[config.mk]
export PLATFORM = sky130hd
export DESIGN_NAME = ahb_lite_master
export DESIGN_NICKNAME = d
export VERILOG_FILES = /design/src/rtl/ahb_lite_master_pkg.sv /design/src/rtl/ahb_master_addr_gen.sv /design/src/rtl/ahb_lite_master.sv
export SDC_FILE = /design/constraint.sdc
export NUM_CORES = 1
export LEC_CHECK = 0
export BUFFER_PORTS_ARGS = -buffer_cell sky130_fd_sc_hd__buf_2
export CELL_PAD_IN_SITES_DETAIL_PLACEMENT = 1
export CELL_PAD_IN_SITES_GLOBAL_PLACEMENT = 2
export CORE_ASPECT_RATIO = 0.7
export CORE_UTILIZATION = 36
export DETAILED_ROUTE_END_ITERATION = 12
export PLACE_DENSITY = 0.89
export SLEW_MARGIN = 20
export SYNTH_ARGS = -nofsm -noshare
export SYNTH_HDL_FRONTEND = slang
export SYNTH_SLANG_ARGS = --single-unit
[constraint.sdc]
create_clock -name HCLK -period 8 [get_ports HCLK]
set_clock_uncertainty 0.15 [all_clocks]
set_input_delay 0.8 -clock HCLK [delete_from_list [all_inputs] [get_ports HCLK]]
set_output_delay 0.8 -clock HCLK [all_outputs]
set_load 0.02 [all_outputs]
[src/rtl/ahb_lite_master_pkg.sv]
// Shared AHB-Lite encodings, master FSM states and the 1 KB boundary helper.
package ahb_lite_master_pkg;

  typedef enum logic [1:0] {
    HTRANS_IDLE   = 2'b00,
    HTRANS_BUSY   = 2'b01,
    HTRANS_NONSEQ = 2'b10,
    HTRANS_SEQ    = 2'b11
  } htrans_t;

  localparam logic [2:0] HSIZE_BYTE    = 3'd0;
  localparam logic [2:0] HBURST_SINGLE = 3'd0;
  localparam logic [2:0] HBURST_INCR   = 3'd1;
  localparam logic       HRESP_OKAY    = 1'b0;
  localparam logic       HRESP_ERROR   = 1'b1;

  typedef enum logic [1:0] {
    ST_IDLE,
    ST_ADDR,
    ST_BURST,
    ST_LAST
  } state_t;

  function automatic logic crosses_1kb(input logic [9:0] off, input logic [2:0] size,
                                       input logic [15:0] beats_m1);
    logic [23:0] bytes;
    bytes = (24'(beats_m1) + 24'd1) << size;
    return (24'(off) + bytes) > 24'd1024;
  endfunction

endpackage

[src/rtl/ahb_master_addr_gen.sv]
// Beat address register with size-based increment and remaining-beat down-counter.
module ahb_master_addr_gen
  import ahb_lite_master_pkg::*;
#(
  parameter int AW    = 32,
  parameter int LEN_W = 4
) (
  input  logic             HCLK,
  input  logic             HRESETn,
  input  logic             load,
  input  logic             skip_first,
  input  logic             step,
  input  logic [AW-1:0]    ld_addr,
  input  logic [2:0]       ld_size,
  input  logic [LEN_W-1:0] ld_len,
  output logic [AW-1:0]    addr,
  output logic             last
);

  logic [2:0]       size_r;
  logic [LEN_W-1:0] cnt;
  logic [AW-1:0]    ld_inc;
  logic [AW-1:0]    inc;

  assign ld_inc = AW'(1) << ld_size;
  assign inc    = AW'(1) << size_r;
  // addr is the next beat still to be issued; last flags that it is the final one
  assign last   = (cnt == '0);

  always_ff @(posedge HCLK or negedge HRESETn) begin
    if (!HRESETn) begin
      addr   <= '0;
      cnt    <= '0;
      size_r <= '0;
    end else if (load) begin
      size_r <= ld_size;
      if (skip_first) begin
        addr <= ld_addr + ld_inc;
        cnt  <= ld_len - LEN_W'(1);
      end else begin
        addr <= ld_addr;
        cnt  <= ld_len;
      end
    end else if (step) begin
      addr <= addr + inc;
      cnt  <= cnt - LEN_W'(1);
    end
  end

endmodule

[src/rtl/ahb_lite_master.sv]
// AHB-Lite initiator: command/stream interface to SINGLE/INCR bursts of 1..2**LEN_W beats.
// Define AHB_MASTER_ERR_ABORT_EN to cancel the remaining beats on the first ERROR response.
module ahb_lite_master
  import ahb_lite_master_pkg::*;
#(
  parameter int AW    = 32,
  parameter int LEN_W = 4
) (
  input  logic             HCLK,
  input  logic             HRESETn,
  input  logic             cmd_valid,
  output logic             cmd_ready,
  input  logic             cmd_write,
  input  logic [AW-1:0]    cmd_addr,
  input  logic [2:0]       cmd_size,
  input  logic [LEN_W-1:0] cmd_len,
  input  logic [31:0]      wdata,
  input  logic             wdata_valid,
  output logic             wdata_ready,
  output logic [31:0]      rdata,
  output logic             rdata_valid,
  output logic             done,
  output logic             err,
  output logic [AW-1:0]    HADDR,
  output logic [1:0]       HTRANS,
  output logic [2:0]       HSIZE,
  output logic [2:0]       HBURST,
  output logic             HWRITE,
  output logic [31:0]      HWDATA,
  input  logic [31:0]      HRDATA,
  input  logic             HREADY,
  input  logic             HRESP
);

  state_t        state;
  htrans_t       htrans_q;
  logic          wr_r;
  logic          err_r;
  logic          dph_valid;
  logic [31:0]   wbuf;
  logic          bus_active;
  logic          acc;
  logic          acc_issue;
  logic          issue_ok;
  logic          err_cycle;
  logic [AW-1:0] gen_addr;
  logic          gen_last;

  assign HTRANS     = htrans_q;
  assign bus_active = (htrans_q == HTRANS_NONSEQ) || (htrans_q == HTRANS_SEQ);
  assign acc        = HRESETn && cmd_ready && cmd_valid;
  assign acc_issue  = acc && HREADY && (!cmd_write || wdata_valid);
  assign issue_ok   = HREADY && ((state == ST_ADDR) || (state == ST_BURST)) && (!wr_r || wdata_valid);
  assign err_cycle  = dph_valid && !HREADY && (HRESP == HRESP_ERROR);
  // write beats are pulled when their address is issued and parked in wbuf until the data phase
  assign wdata_ready = (acc_issue && cmd_write) || (issue_ok && wr_r);
  assign rdata       = HRDATA;
  assign rdata_valid = dph_valid && !HWRITE && HREADY && (HRESP == HRESP_OKAY);

  ahb_master_addr_gen #(.AW(AW), .LEN_W(LEN_W)) u_addr_gen (
    .HCLK       (HCLK),
    .HRESETn    (HRESETn),
    .load       (acc),
    .skip_first (acc_issue),
    .step       (issue_ok),
    .ld_addr    (cmd_addr),
    .ld_size    (cmd_size),
    .ld_len     (cmd_len),
    .addr       (gen_addr),
    .last       (gen_last)
  );

  always_ff @(posedge HCLK or negedge HRESETn) begin
    if (!HRESETn) begin
      state     <= ST_IDLE;
      htrans_q  <= HTRANS_IDLE;
      HADDR     <= '0;
      HSIZE     <= HSIZE_BYTE;
      HBURST    <= HBURST_SINGLE;
      HWRITE    <= 1'b0;
      HWDATA    <= '0;
      cmd_ready <= 1'b1;
      done      <= 1'b0;
      err       <= 1'b0;
      err_r     <= 1'b0;
      wr_r      <= 1'b0;
      dph_valid <= 1'b0;
      wbuf      <= '0;
    end else begin
      done <= 1'b0;
      err  <= 1'b0;
      if (err_cycle) err_r <= 1'b1;
      if (HREADY) begin
        dph_valid <= bus_active;
        if (bus_active && HWRITE) HWDATA <= wbuf;
      end
      if (wdata_ready) wbuf <= wdata;
      unique case (state)
        ST_IDLE: begin
          if (acc) begin
            cmd_ready <= 1'b0;
            err_r     <= 1'b0;
            wr_r      <= cmd_write;
            HWRITE    <= cmd_write;
            HSIZE     <= cmd_size;
            HBURST    <= (cmd_len == '0) ? HBURST_SINGLE : HBURST_INCR;
            HADDR     <= cmd_addr;
            if (acc_issue) begin
              htrans_q <= HTRANS_NONSEQ;
              state    <= (cmd_len == '0) ? ST_LAST : ST_BURST;
            end else begin
              state <= ST_ADDR;
            end
          end
        end
        ST_ADDR, ST_BURST: begin
`ifdef AHB_MASTER_ERR_ABORT_EN
          if (err_cycle) begin
            htrans_q <= HTRANS_IDLE;
            state    <= ST_LAST;
          end else
`endif
          if (HREADY) begin
            HADDR <= gen_addr;
            if (issue_ok) begin
              htrans_q <= (state == ST_ADDR) ? HTRANS_NONSEQ : HTRANS_SEQ;
              state    <= gen_last ? ST_LAST : ST_BURST;
            end else begin
              htrans_q <= (state == ST_ADDR) ? HTRANS_IDLE : HTRANS_BUSY;
            end
          end
        end
        ST_LAST: begin
`ifdef AHB_MASTER_ERR_ABORT_EN
          if (err_cycle) htrans_q <= HTRANS_IDLE;
`endif
          if (HREADY) begin
            if (bus_active) begin
              htrans_q <= HTRANS_IDLE;
            end else if (dph_valid) begin
              state     <= ST_IDLE;
              cmd_ready <= 1'b1;
              done      <= 1'b1;
              err       <= err_r;
            end
          end
        end
        default: state <= ST_IDLE;
      endcase
    end
  end

  always_ff @(posedge HCLK) begin
    if (acc) assert (!crosses_1kb(cmd_addr[9:0], cmd_size, 16'(cmd_len)));
  end

endmodule
Word level (Yosys, flattened, before mapping)
Index checks and enable logic that the tools add are counted.
- bits in registers: 151
- input bits: 110
- output and inout port bits: 110
- word-level logic and storage cells: 116
- add/sub/neg operators: 4
- equal/unequal tests: 13
- shifts and indexed selects: 2
- mux-type cells: 45
- bitwise operators: 1
- reduce and logical (&&, ||, !) cells: 35
- operators by type and width (operator ; count):
    $mux 32 ; 5
    $add 32x32->32 ; 2
    $pmux 32 s2 ; 1
    $shl 1x3->32 const A ; 2
    $mux 2 ; 13
    $mux 1 ; 20
    $ne 2x2->1 const B ; 8
    $logic_and 1x1->1 ; 14
    $mux 4 ; 3
    $pmux 2 s3 ; 2
    $reduce_and 5->1 ; 2
    $eq 2x2->1 const B ; 4
    $logic_not 4->1 ; 2
    $sub 4x1->4 const B ; 2
    $reduce_and 6->1 ; 1
    $reduce_bool 2->1 ; 3
    $logic_or 1x1->1 ; 5
    $reduce_and 2->1 ; 2
    $logic_not 1->1 ; 3
    $reduce_and 3->1 ; 1
    $eq 2x1->1 const B ; 1
    $logic_not 2->1 ; 1
    $pmux 1 s2 ; 1
    $reduce_or 2->1 ; 1
    $not 1->1 ; 1

Logic depth before layout (Yosys ltp)
Gate-level depths: netlist of run 1.
- depth in word-level cells: 7
- mapped depth: 11
- gate-level depth less buffers: 9

Modules after synthesis
From an unflattened synthesis of run 1, not the netlist that was laid out.
- cell total of the unflattened synthesis: 777
- area, all modules: 8396.8 um^2
- by module, submodules not included (module ; times used ; cells an instance ; area an instance (um^2) ; sequential area each (um^2)):
    ahb_lite_master ; 1 ; 375 ; 4852.2 ; 2753.9
    ahb_master_addr_gen ; 1 ; 402 ; 3544.6 ; 975.9

Least setup slack after synthesis of run 1
Ideal clock, no wire load.
- kind: input -> register
- start point: input port cmd_size[2]
- end point: register u_addr_gen.addr[21]
- setup time: 0.142 ns
- arrival: 2.820 ns
- required time: 7.708 ns
- setup slack: 4.888 ns
- cell stages on the path: 10
- path buffers: 2
- cells stage by stage: clkbuf_1 -> nor3b_1 -> ha_1 -> a21oi_1 -> o22ai_1 -> a311oi_2 -> buf_2 -> nor3_1 -> xnor2_1 -> mux2i_1
- longest elaborated chain between the ends: 4
- RTL lines (what ; RTL line ; text):
    start: declaration ; ahb_lite_master.sv:15 ; input logic [2:0] cmd_size,
    $shl 1x3->32 ; ahb_master_addr_gen.sv:25 ; assign ld_inc = AW'(1) << ld_size;
    $add 32x32->32 ; ahb_master_addr_gen.sv:38 ; addr <= ld_addr + ld_inc;
    $mux 32 ; ahb_master_addr_gen.sv:37 ; if (skip_first) begin
    $mux 32 ; ahb_master_addr_gen.sv:35 ; end else if (load) begin
    end signal: assignment ; ahb_master_addr_gen.sv:38 ;
    end signal: assignment ; ahb_master_addr_gen.sv:41 ; addr <= ld_addr;
    end signal: assignment ; ahb_master_addr_gen.sv:45 ; addr <= addr + inc;
    end: declaration ; ahb_master_addr_gen.sv:16 ; output logic [AW-1:0] addr,
Every way passes these cells.
A chain may end at the register's enable or synchronous reset.

Final worst setup path of run 1
- start point: register state[1]
- end point: output port wdata_ready
- longest elaborated chain between the ends: 6
- elaborated cells between the ends (all ways): 7
- those cells by class: eq/ne: 2; reduce/logical: 5
- RTL lines (what ; RTL line ; text):
    start: declaration ; ahb_lite_master.sv:35 ; state_t state;
    start signal: assignment ; ahb_lite_master.sv:110 ; state <= (cmd_len == '0) ? ST_LAST : ST_BURST;
    start signal: assignment ; ahb_lite_master.sv:127 ; state <= gen_last ? ST_LAST : ST_BURST;
    $eq 2x1->1 / $eq 2x2->1 (equally long branches) ; ahb_lite_master.sv:53 ; assign issue_ok = HREADY && ((state == ST_ADDR) || (state == ST_BURST)) && (!wr_r || wdata_valid);
    $logic_or 1x1->1 (*) ; ahb_lite_master.sv:53 ;
    $logic_and 1x1->1 (*) (2 in series) ; ahb_lite_master.sv:53 ;
    $logic_and 1x1->1 (*) ; ahb_lite_master.sv:56 ; assign wdata_ready = (acc_issue && cmd_write) || (issue_ok && wr_r);
    $logic_or 1x1->1 (*) ; ahb_lite_master.sv:56 ;
    end: declaration ; ahb_lite_master.sv:19 ; output logic wdata_ready,
Mark *: on every way between the ends. The rest lies on a longest branch, timed or not.

==> results of run 1 <==
==> cells in the mapped netlist, drive strengths merged (20+ instances only) <==
library cell    n
clkbuf         25
nor2           61
mux2i          54
dfrtp         148
a21oi          56
buf            50
mux2           72
o21ai          20
ha             22
nor3           21
nand2          62
xnor2          49
==> power by group <==
part           switching (mW)  leakage (nW)  internal [mW]
clock network           0.388         0.290          0.424
logic                   0.717          2.43          0.485
registers               0.183          1.94          0.987
total                    1.29          4.67           1.90
==> registers in the layout (all words and copies together), names as in the netlist <==
| name | count |
|---|---|
| HWDATA | 32 |
| cmd_ready | 1 |
| dph_valid | 1 |
| done | 1 |
| err | 1 |
| err_r | 1 |
| u_addr_gen.size_r | 3 |
| HTRANS | 2 |
| u_addr_gen.addr | 32 |
| HBURST | 1 |
| u_addr_gen.cnt | 4 |
| HADDR | 32 |
| state | 2 |
| wbuf | 32 |
| HSIZE | 3 |
| wr_r | 1 |
==> area by class of cell <==
type / count / area, µm²
fillers: 2611 / 12900
multi-input cells: 555 / 4140
flip-flops and latches: 149 / 3730
repair buffers: 163 / 847
clock buffers: 17 / 425
well taps: 312 / 390
clock inverters: 15 / 186
inverters: 17 / 63.8
diodes: 1 / 2.50
==> through the flow <==
stage	util (%)	total power, mW
2_1_floorplan	-	2.02
3_3_place_gp	40.5	2.34
3_5_place_dp	40.5	2.38
4_1_cts	43.2	3.22
5_1_grt	43.2	3.40
6_report	43.2	3.18
==> per-layer routing <==
metal	vias to the layer above	routed length, µm	track usage (%)
met4	2	229	5.20
met1	3156	11000	27.7
met5	-	9	0
li1	2981	-	-
met3	25	1110	3.82
met2	157	10100	30.1
==> kinds of logic after synthesis <==
family | share of synthesized area (%)
multiplexers | 16.2
XOR/XNOR | 6.60
AND/OR/NAND/NOR | 14.5
buffers and inverters | 5.98
other | 0.0449
AO/OA/AOI/OAI | 8.30
adder cells (fa/ha/maj) | 3.77
flip-flops | 44.6
==> worst paths after layout <==
check	startpoint	cells after the start	slack (ns)	to
hold / removal	HRESETn	1	0.09	HSIZE[2]
setup reg to reg	state[1]	9	4.51	u_addr_gen.addr[24]
max in group asynchronous	HRESETn	3	5.76	HADDR[31]
min in group HCLK	wbuf[7]	1	0.34	HWDATA[7]
setup / recovery	state[1]	9	3.93	wdata_ready
hold reg to reg	wbuf[7]	1	0.34	HWDATA[7]
==> results.py, run 1 <==
metrics = {
    "sta": {
        "slew_headroom_pct": 37.5,
        "finalHoldWorstSlack_ns": 0.0921,
        "period_needed_ns": 4.07,
        "worst_slack_ns": 3.93,
        "hold_viol_final": 0,
        "worst_slew_pin_slew_ns": 0.937,
        "setup_tns_ns": 0,
        "timing.fmax_ghz": 0.246,
        "finalMaxSlewViolations": 0,
        "finalSetupViolations": 0,
        "timing.final.crit_share_pct": 50.9,
        "rsz0062_at_grt": "no",
    },
    "logic_synthesis": {
        "syn_avg_cell_area_um2": 10.5,
        "yosysTopAreaCellShare_pct": 44.3,
        "yosys_most_used_dff": "dfrtp_1",
        "synth_area_mm2": 0.00835,
        "async_flop_share_pct": 100,
        "synth.distinct_cells": 58,
        "ys_ff_latch": 149,
        "synth-edff-count": 0,
        "synthCells": 795,
        "synth_top_area_cell": "dfrtp_1",
        "yosysWarnings": 0,
        "yosysSeqAreaShare_pct": 44.6,
        "ys_top_cells_by_area": "dfrtp_1, mux2_2, mux2i_1",
    },
    "setup_path": {
        "end_kind": "primary output",
        "cp_cell_sequence": "inv_1 -> ha_2 -> buf_4 -> nand2_2 -> nor2_2 -> a22oi_2 -> buf_4 -> inv_1 -> buf_2",
        "slowest_stage": "buf_4",
        "critPathKind": "register to primary output",
        "cpPeakStageDelay_ns": 0.53,
        "crit_buf_inv": 5,
        "crit_arrival_ns": 3.12,
        "required_ns": 7.05,
        "crit_fanout": 39,
        "start_kind": "register",
        "critPathTopFamily": "buffers and inverters",
    },
    "final_layout": {
        "instances_no_fill": 1229,
        "num-nets-final": 1037,
        "area_growth_pct": 17.2,
        "layout_commonest_cell": "buf_2",
        "mostFrequentLayoutCells": "buf_2, dfrtp_1, mux2_2, nor2_1, nand2_1",
        "design_area_mm2": 0.00979,
        "final_layout_size_suffix_gt1_share_pct": 31.9,
    },
    "grt": {
        "grt_use_total_pct": 19.4,
        "grt_pass1_wl_um": 36000,
        "grt_pass1_vias": 6511,
        "grt_max_degree": 70,
        "antenna_found_initial": 1,
        "grt_remaining_overflow": 0,
    },
    "clock_network": {
        "post_cts.repair.setup_buffers": 0,
        "h-tree-depth": 4,
        "clk_path_buf_depth": 2,
        "post_cts_resized": 0,
        "cts_buffers": 17,
        "cts.clk_slew.worst_paths_ns": 0.07,
        "clock_sinks": 149,
        "cts-root-buf": "clkbuf_16",
        "cts_hold_buf": 0,
        "cts_tree": "built",
        "clock_latency_ns": 0.43,
    },
    "floorplan": {
        "dieWidth_um": 184,
        "die_y_um": 129,
        "num_rows": 46,
        "ioPinCount": 220,
        "dieArea_mm2": 0.0238,
        "start_util_pct": 36.8,
        "coreArea_mm2": 0.0227,
    },
    "detailed_routing": {
        "ant_nets": 0,
        "vias_per_cell": 5.14,
        "drcViolationCount": 0,
        "dr.pass1.iters": 4,
        "drt_iter0_drc": 260,
        "wire_per_inst_um": 18.3,
        "vias": 6321,
        "routed_wl_um": 22500,
    },
    "status": {
        "status": "completed",
    },
    "worst_hold_path": {
        "worstHoldPathType": "input pin to async pin",
    },
    "power": {
        "p_per_area_mw_per_mm2": 325,
        "leakagePower_nw": 4.67,
        "vdd_drop_max_mv": 0.203,
    },
    "place": {
        "placed_cell_area_mm2": 0.00917,
        "dp.cells": 1196,
        "port_buffers": 153,
        "globalplace.congestion": 0.843,
        "place_ws_ns": 4.36,
        "post-dp-hpwl_um": 16100,
    },
    "flow_run": {
        "drv_cap": 0,
    },
}
Power figures use the tool's default switching activity.
==> inputs of run 2 (changes only) <==
Settings changed: ABC_AREA from default to 1, CORE_UTILIZATION 36 to 27, PLACE_DENSITY 0.89 to 0.81.
Clock period 8 ns to 3.7 ns, I/O delays scaled along.
==> run 2 against run 1 <==
Net effect:
- hold slack got worse by 0.080 ns
- count of clock-buffer cells in the layout rose by 1
- critical path type unchanged
- critical endpoint unchanged
- final cell count rose by 60%
==> results.py, run 2 <==
metrics = {
    "final_layout": {
        "layout_commonest_cell": "nand2_1",
        "num-nets-final": 1621,
        "area_growth_pct": 19.8,
        "mostFrequentLayoutCells": "nand2_1, inv_1, buf_2, dfrtp_1, nand3_1",
        "final_layout_size_suffix_gt1_share_pct": 14.4,
        "num-fill-cells": 4329,
        "instances_no_fill": 1966,
        "post-route-util_pct": 33.2,
        "design_area_mm2": 0.0112,
    },
    "setup_path": {
        "end_kind": "primary output",
        "start_kind": "register",
        "crit_fanout": 25,
        "crit_arrival_ns": 2.60,
        "critPathKind": "register to primary output",
        "required_ns": 3.18,
    },
    "sta": {
        "finalSetupViolations": 0,
        "timing.fmax_ghz": 0.320,
        "slew_headroom_pct": 41.3,
        "rsz0062_at_grt": "no",
        "worst_slew_pin_slew_ns": 0.879,
        "setup_tns_ns": 0,
        "period_needed_ns": 3.12,
        "timing.final.crit_share_pct": 84.4,
        "finalMaxSlewViolations": 0,
        "hold_viol_final": 0,
    },
    "worst_hold_path": {
        "worstHoldPathType": "input pin to register",
    },
    "power": {
        "power_frac_clock_pct": 19.4,
        "p_per_area_mw_per_mm2": 829,
        "seq_power_share_pct": 32.5,
        "p_switching_mw": 4.51,
        "pwr-share-comb_pct": 48.1,
        "switching_share_pct": 48.5,
        "internal-power_mw": 4.78,
        "leakagePower_nw": 5.65,
        "power_mw": 9.29,
        "vdd_drop_max_mv": 0.569,
    },
    "floorplan": {
        "dieWidth_um": 224,
        "die_y_um": 158,
        "num_rows": 56,
        "start_util_pct": 27.7,
        "coreArea_mm2": 0.0338,
        "dieArea_mm2": 0.0354,
        "ioPinCount": 220,
    },
    "detailed_routing": {
        "dr.pass1.iters": 4,
        "routed_wl_um": 35200,
        "ant_nets": 0,
        "drcViolationCount": 0,
        "vias_per_cell": 4.82,
        "drt_iter0_drc": 651,
        "vias": 9472,
        "wire_per_inst_um": 17.9,
    },
    "logic_synthesis": {
        "synthAdderAreaFrac_pct": 3.37,
        "synthCells": 1356,
        "synth_area_mm2": 0.00935,
        "synth.distinct_cells": 37,
        "synthTopCellsByCount": "nand2_1, inv_1, dfrtp_1, nand3_1, nor2_1",
        "yosysSeqAreaShare_pct": 39.9,
        "ys_top_cells_by_area": "dfrtp_1, nand2_1, nand3_1",
        "synth_top_family_by_area": "simple AND/OR/NAND/NOR gates",
        "yosysWarnings": 0,
        "yosysTopAreaCellShare_pct": 39.6,
        "syn_avg_cell_area_um2": 6.90,
        "yosysMostFrequentCell": "nand2_1",
        "synth_top_area_cell": "dfrtp_1",
        "synth-edff-count": 0,
        "ys_ff_latch": 149,
        "synth_simple_gate_area_share_pct": 33.7,
        "synth_xor_area_share_pct": 0.843,
        "synth_mux_area_share_pct": 0.120,
        "yosys_most_used_dff": "dfrtp_1",
        "async_flop_share_pct": 100,
        "synth_compound_area_share_pct": 10.7,
    },
    "flow_run": {
        "drv_cap": 0,
    },
    "clock_network": {
        "clock_latency_ns": 0.44,
        "cts_buffers": 17,
        "cts_hold_buf": 24,
        "cts-root-buf": "clkbuf_16",
        "post_cts_resized": 0,
        "clk_path_buf_depth": 2,
        "clock_sinks": 149,
        "h-tree-depth": 4,
        "post_cts.repair.setup_buffers": 0,
        "cts_tree": "built",
        "cts.clk_slew.worst_paths_ns": 0.07,
    },
    "place": {
        "post-dp-hpwl_um": 26200,
        "port_buffers": 153,
        "placed_cell_area_mm2": 0.0104,
        "dp.cells": 1908,
        "globalplace.congestion": 0.904,
    },
    "grt": {
        "grt_remaining_overflow": 0,
        "antenna_found_initial": 2,
        "grt_pass1_wl_um": 54900,
        "use_met1_pct": 28.2,
        "grt_use_total_pct": 20.2,
        "grt_most_used_layer": "met2",
        "grt_max_degree": 65,
        "met2_usage_pct": 32.4,
        "grt_pass1_vias": 9573,
        "grt.met3_usage_pct": 3.30,
    },
    "status": {
        "status": "completed",
    },
}
## run 2: cell count changes after synthesis, moves of 10 or more
cell,delta
and3_1,-10
o21ai_0,+57
mux2_2,-71
a31oi_1,+34
xnor2_1,-49
nor2_1,+43
mux2i_1,-54
o21ai_1,+27
nand3_1,+113
inv_1,+141
a21oi_1,-25
buf_2,+11
nand2_1,+380
nor3_1,+19
## run 2: final cells by class
cell class	instances	area, µm²	area share [%]
clock buffer	18	429	3.83
antenna	2	5.00	0.0447
sequential	149	3730	33.3
clock inverter	14	166	1.49
tap	464	581	5.18
inverter	161	606	5.40
multi-input combinational	968	4580	40.9
timing repair buffer	190	1110	9.90
## run 2: final timing paths
path	slack, ns	cells after the start	startpoint	end
worst min-delay path	0.01	3	wdata[29]	wbuf[29]
worst min register to register	0.32	2	HBURST[0]	HBURST[0]
min in group asynchronous	0.43	3	HRESETn	wbuf[15]
worst max register to register	0.83	12	u_addr_gen.size_r[0]	u_addr_gen.addr[28]
worst max-delay path	0.58	9	state[0]	wdata_ready
max in group asynchronous	1.69	4	HRESETn	HADDR[7]
## run 2: kinds of logic (layout without fill, tap and decap cells)
kind of cell / after synthesis / after routing
DFF: 149 / 149
and+or+nand+nor: 749 / 749
adders and majority gates: 24 / 24
muxes: 1 / 1
other: 1 / 4
xor gates and xnor gates: 9 / 9
buffers and inverters: 240 / 383
AOI/OAI and AO/OA: 183 / 183
## run 2: power by group through the flow
| stage | clock [mW] | combinational (mW) | sequential, mW |
|---|---|---|---|
| floorplan | 0 | 2.60 | 3.31 |
| global placement | 0 | 4.34 | 3.01 |
| detailed placement | 0 | 4.46 | 3.04 |
| CTS | 1.85 | 4.50 | 3.02 |
| global route | 1.90 | 5.02 | 3.12 |
| finish | 1.80 | 4.47 | 3.02 |
## run 2: worst max-delay path, stage by stage (launching register included)
cell and delay (ns):
dfrtp_1 0.35, inv_1 0.08, ha_1 0.29, buf_4 0.24, nand2_1 0.09, a21oi_1 0.16
buf_4 0.26, nand2_1 0.12, o21ai_4 0.27, buf_2 0.29
## run 2: metal layers
metal / vias to the layer above / part of all wire, %
met5: - / 0.026
met2: 181 / 46
met3: 29 / 4.1
li1: 4607 / -
met1: 4653 / 49
met4: 2 / 1.2
## run 2: per-stage QoR
stage / worst slack, ns / hold WS [ns]
3_3_place_gp: 0.836 / 0.304
6_report: 0.575 / 0.0116
5_1_grt: 0.396 / 0.00707
4_1_cts: 0.549 / 0.00284
3_5_place_dp: 0.857 / 0.316
2_1_floorplan: 1.46 / -0.0756
==> inputs of run 3 (changes only) <==
Clock period 3.7 ns to 2.7 ns, I/O delays scaled along.
==> run 3 against run 2 <==
Net effect:
- register-to-register slack got worse by 0.65 ns
- power rose by 40%
- hold slack improved by 0.010 ns
- sequential power rose by 37%
- setup slack got worse by 0.41 ns
- count of clock-buffer cells in the layout did not move
- largest power group unchanged
- highest routed layer is now met4
==> results.py, run 3 (synthesis results as in run 2) <==
metrics = {
    "grt": {
        "antenna_found_initial": 0,
        "grt_most_used_layer": "met2",
        "grt_use_total_pct": 20.6,
        "grt_max_degree": 69,
        "use_met1_pct": 29.0,
        "grt_remaining_overflow": 0,
        "met2_usage_pct": 32.3,
        "grt_pass1_vias": 9948,
        "grt_pass1_wl_um": 56100,
        "grt.met3_usage_pct": 4.01,
    },
    "final_layout": {
        "mostFrequentLayoutCells": "nand2_1, inv_1, buf_2, dfrtp_1, nand3_1",
        "post-route-util_pct": 34.4,
        "layout_commonest_cell": "nand2_1",
        "final_layout_size_suffix_gt1_share_pct": 15.6,
        "multi_input_area_mm2": 0.00461,
        "num-fill-cells": 4316,
        "area_growth_pct": 24.3,
        "design_area_mm2": 0.0116,
        "antenna_cells": 0,
        "seq_area_mm2": 0.00373,
        "num-nets-final": 1662,
    },
    "clock_network": {
        "cts-root-buf": "clkbuf_16",
        "clock_latency_ns": 0.44,
        "clk_path_buf_depth": 2,
        "clock_sinks": 149,
        "cts.clk_slew.worst_paths_ns": 0.07,
        "cts_tree": "built",
        "h-tree-depth": 4,
        "cts_buffers": 17,
    },
    "worst_hold_path": {
        "min_path_cells": 3,
        "worstHoldPathType": "input pin to register",
        "worstHoldEndpoint": "HADDR[7]",
        "hold_start": "cmd_addr[7]",
    },
    "detailed_routing": {
        "ant_nets": 0,
        "dr.pass1.iters": 5,
        "vias_per_cell": 4.82,
        "routed_wl_um": 36000,
        "drt_iter0_drc": 722,
        "drcViolationCount": 0,
        "wire_per_inst_um": 18.0,
        "vias": 9672,
    },
    "floorplan": {
        "start_util_pct": 27.7,
        "coreArea_mm2": 0.0338,
        "ioPinCount": 220,
        "num_rows": 56,
        "dieArea_mm2": 0.0354,
        "die_y_um": 158,
        "dieWidth_um": 224,
    },
    "place": {
        "post-dp-hpwl_um": 27100,
        "port_buffers": 153,
        "globalplace.congestion": 0.874,
        "placed_cell_area_mm2": 0.0105,
        "place_ws_ns": -0.149,
    },
    "setup_path": {
        "start_kind": "input pin",
        "slowest_stage": "dlygate4sd3_1",
        "r2r_start": "u_addr_gen.size_r[2]",
        "cp_cell_sequence": "dlygate4sd3_1 -> buf_2 -> fa_1 -> nand3_1 -> nand3_1 -> nand2_1 -> nand2_1 -> nand2_1 -> nand2_2 -> nand2_1 -> nand2_1 -> nand2_1 -> nand2_1 -> a21oi_1",
        "crit_fanout": 6,
        "crit_top_cell": "nand2_1",
        "required_ns": 2.91,
        "cpPeakStageDelay_ns": 0.54,
        "end_kind": "register",
        "critPathTopFamily": "simple AND/OR/NAND/NOR gates",
        "r2r_slack_ns": 0.18,
        "crit_arrival_ns": 2.75,
        "crit_buf_inv": 2,
        "timing.rr.end": "u_addr_gen.addr[9]",
        "critPathKind": "input pin to register",
        "rr_worst_depth": 12,
    },
    "sta": {
        "hold_viol_final": 0,
        "finalMaxSlewViolations": 0,
        "timing.fmax_ghz": 0.395,
        "worst_slack_ns": 0.167,
        "period_needed_ns": 2.53,
        "worst_slew_pin_slew_ns": 0.993,
        "finalSetupViolations": 0,
        "timing.final.crit_share_pct": 93.8,
        "slew_headroom_pct": 33.8,
    },
    "flow_run": {
        "drv_cap": 0,
    },
    "power": {
        "vdd_drop_max_mv": 0.538,
        "power_mw": 13.0,
        "p_per_area_mw_per_mm2": 1120,
        "leakagePower_nw": 5.86,
    },
    "status": {
        "status": "completed",
    },
}
## run 3: cell count changes in the layout (fill, tap and decap cells not counted), moves of 3 or more
cell           delta
dlygate4sd3_1    +24
buf_4            +14
buf_12            +3
inv_2             +3
nand2_1           -3
nand2_2           +3
## run 3: final cells by class
class / instances / share of cell area (%)
clock buffer: 18 / 3.69
tap: 464 / 4.99
sequential: 149 / 32.1
clock inverter: 14 / 1.38
multi-input combinational: 968 / 39.6
inverter: 161 / 5.20
timing repair buffer: 231 / 13.0
## run 3: worst max path at each step
stage / start / cells after the start / slack [ns] / endpoint
after global placement: cmd_size[0] / 14 / -0.11 / u_addr_gen.addr[12]
final: cmd_addr[1] / 14 / 0.17 / u_addr_gen.addr[14]
after floorplan: u_addr_gen.size_r[0] / 12 / 0.46 / u_addr_gen.addr[16]
after global routing: u_addr_gen.size_r[0] / 17 / -0.002 / u_addr_gen.addr[21]
after detailed placement: cmd_size[0] / 14 / -0.15 / u_addr_gen.addr[12]
after CTS: HRESETn / 7 / 0.1 / wdata_ready
## run 3: power by group
group / switching, mW / internal (mW)
Sequential: 0.844 / 3.31
Combinational: 4.32 / 2.11
Clock: 1.13 / 1.32
## run 3: metal layers
metal	part of all wire, %	routed length [µm]	vias to the layer above
li1	-	-	4683
met1	49	17600	4701
met2	44	16000	252
met3	5.1	1830	36
met4	1.5	553	0
met5	0	0	-
## run 3: worst register-to-register path: cells and delay by family, from the launching register on
family	cells	cell delay, ns
flops	1	0.43
simple gates	8	1.13
compound gates	2	0.24
fa+ha+maj	1	0.28
buf+inv	1	0.18
## run 3: per-stage QoR
step	hold slack, ns	cells	setup TNS (ns)
final	0.0220	2005	0
after global routing	0.00921	2005	-0.00214
after CTS	0.00298	2005	0
after detailed placement	-0.0259	1924	-0.512
after global placement	-0.0253	1924	-0.291
after floorplan	-0.176	1357	0
## run 3: timing repair
| item | 4_1_cts | 5_1_grt |
|---|---|---|
| pin swaps | 1 | 1 |
| endpoints found under the setup margin | 1 | 17 |
| hold buffers | 48 | 0 |
| gates resized for setup | 0 | 11 |
| endpoints found under the hold margin | 62 | 0 |
| buffers inserted | 1 | 0 |
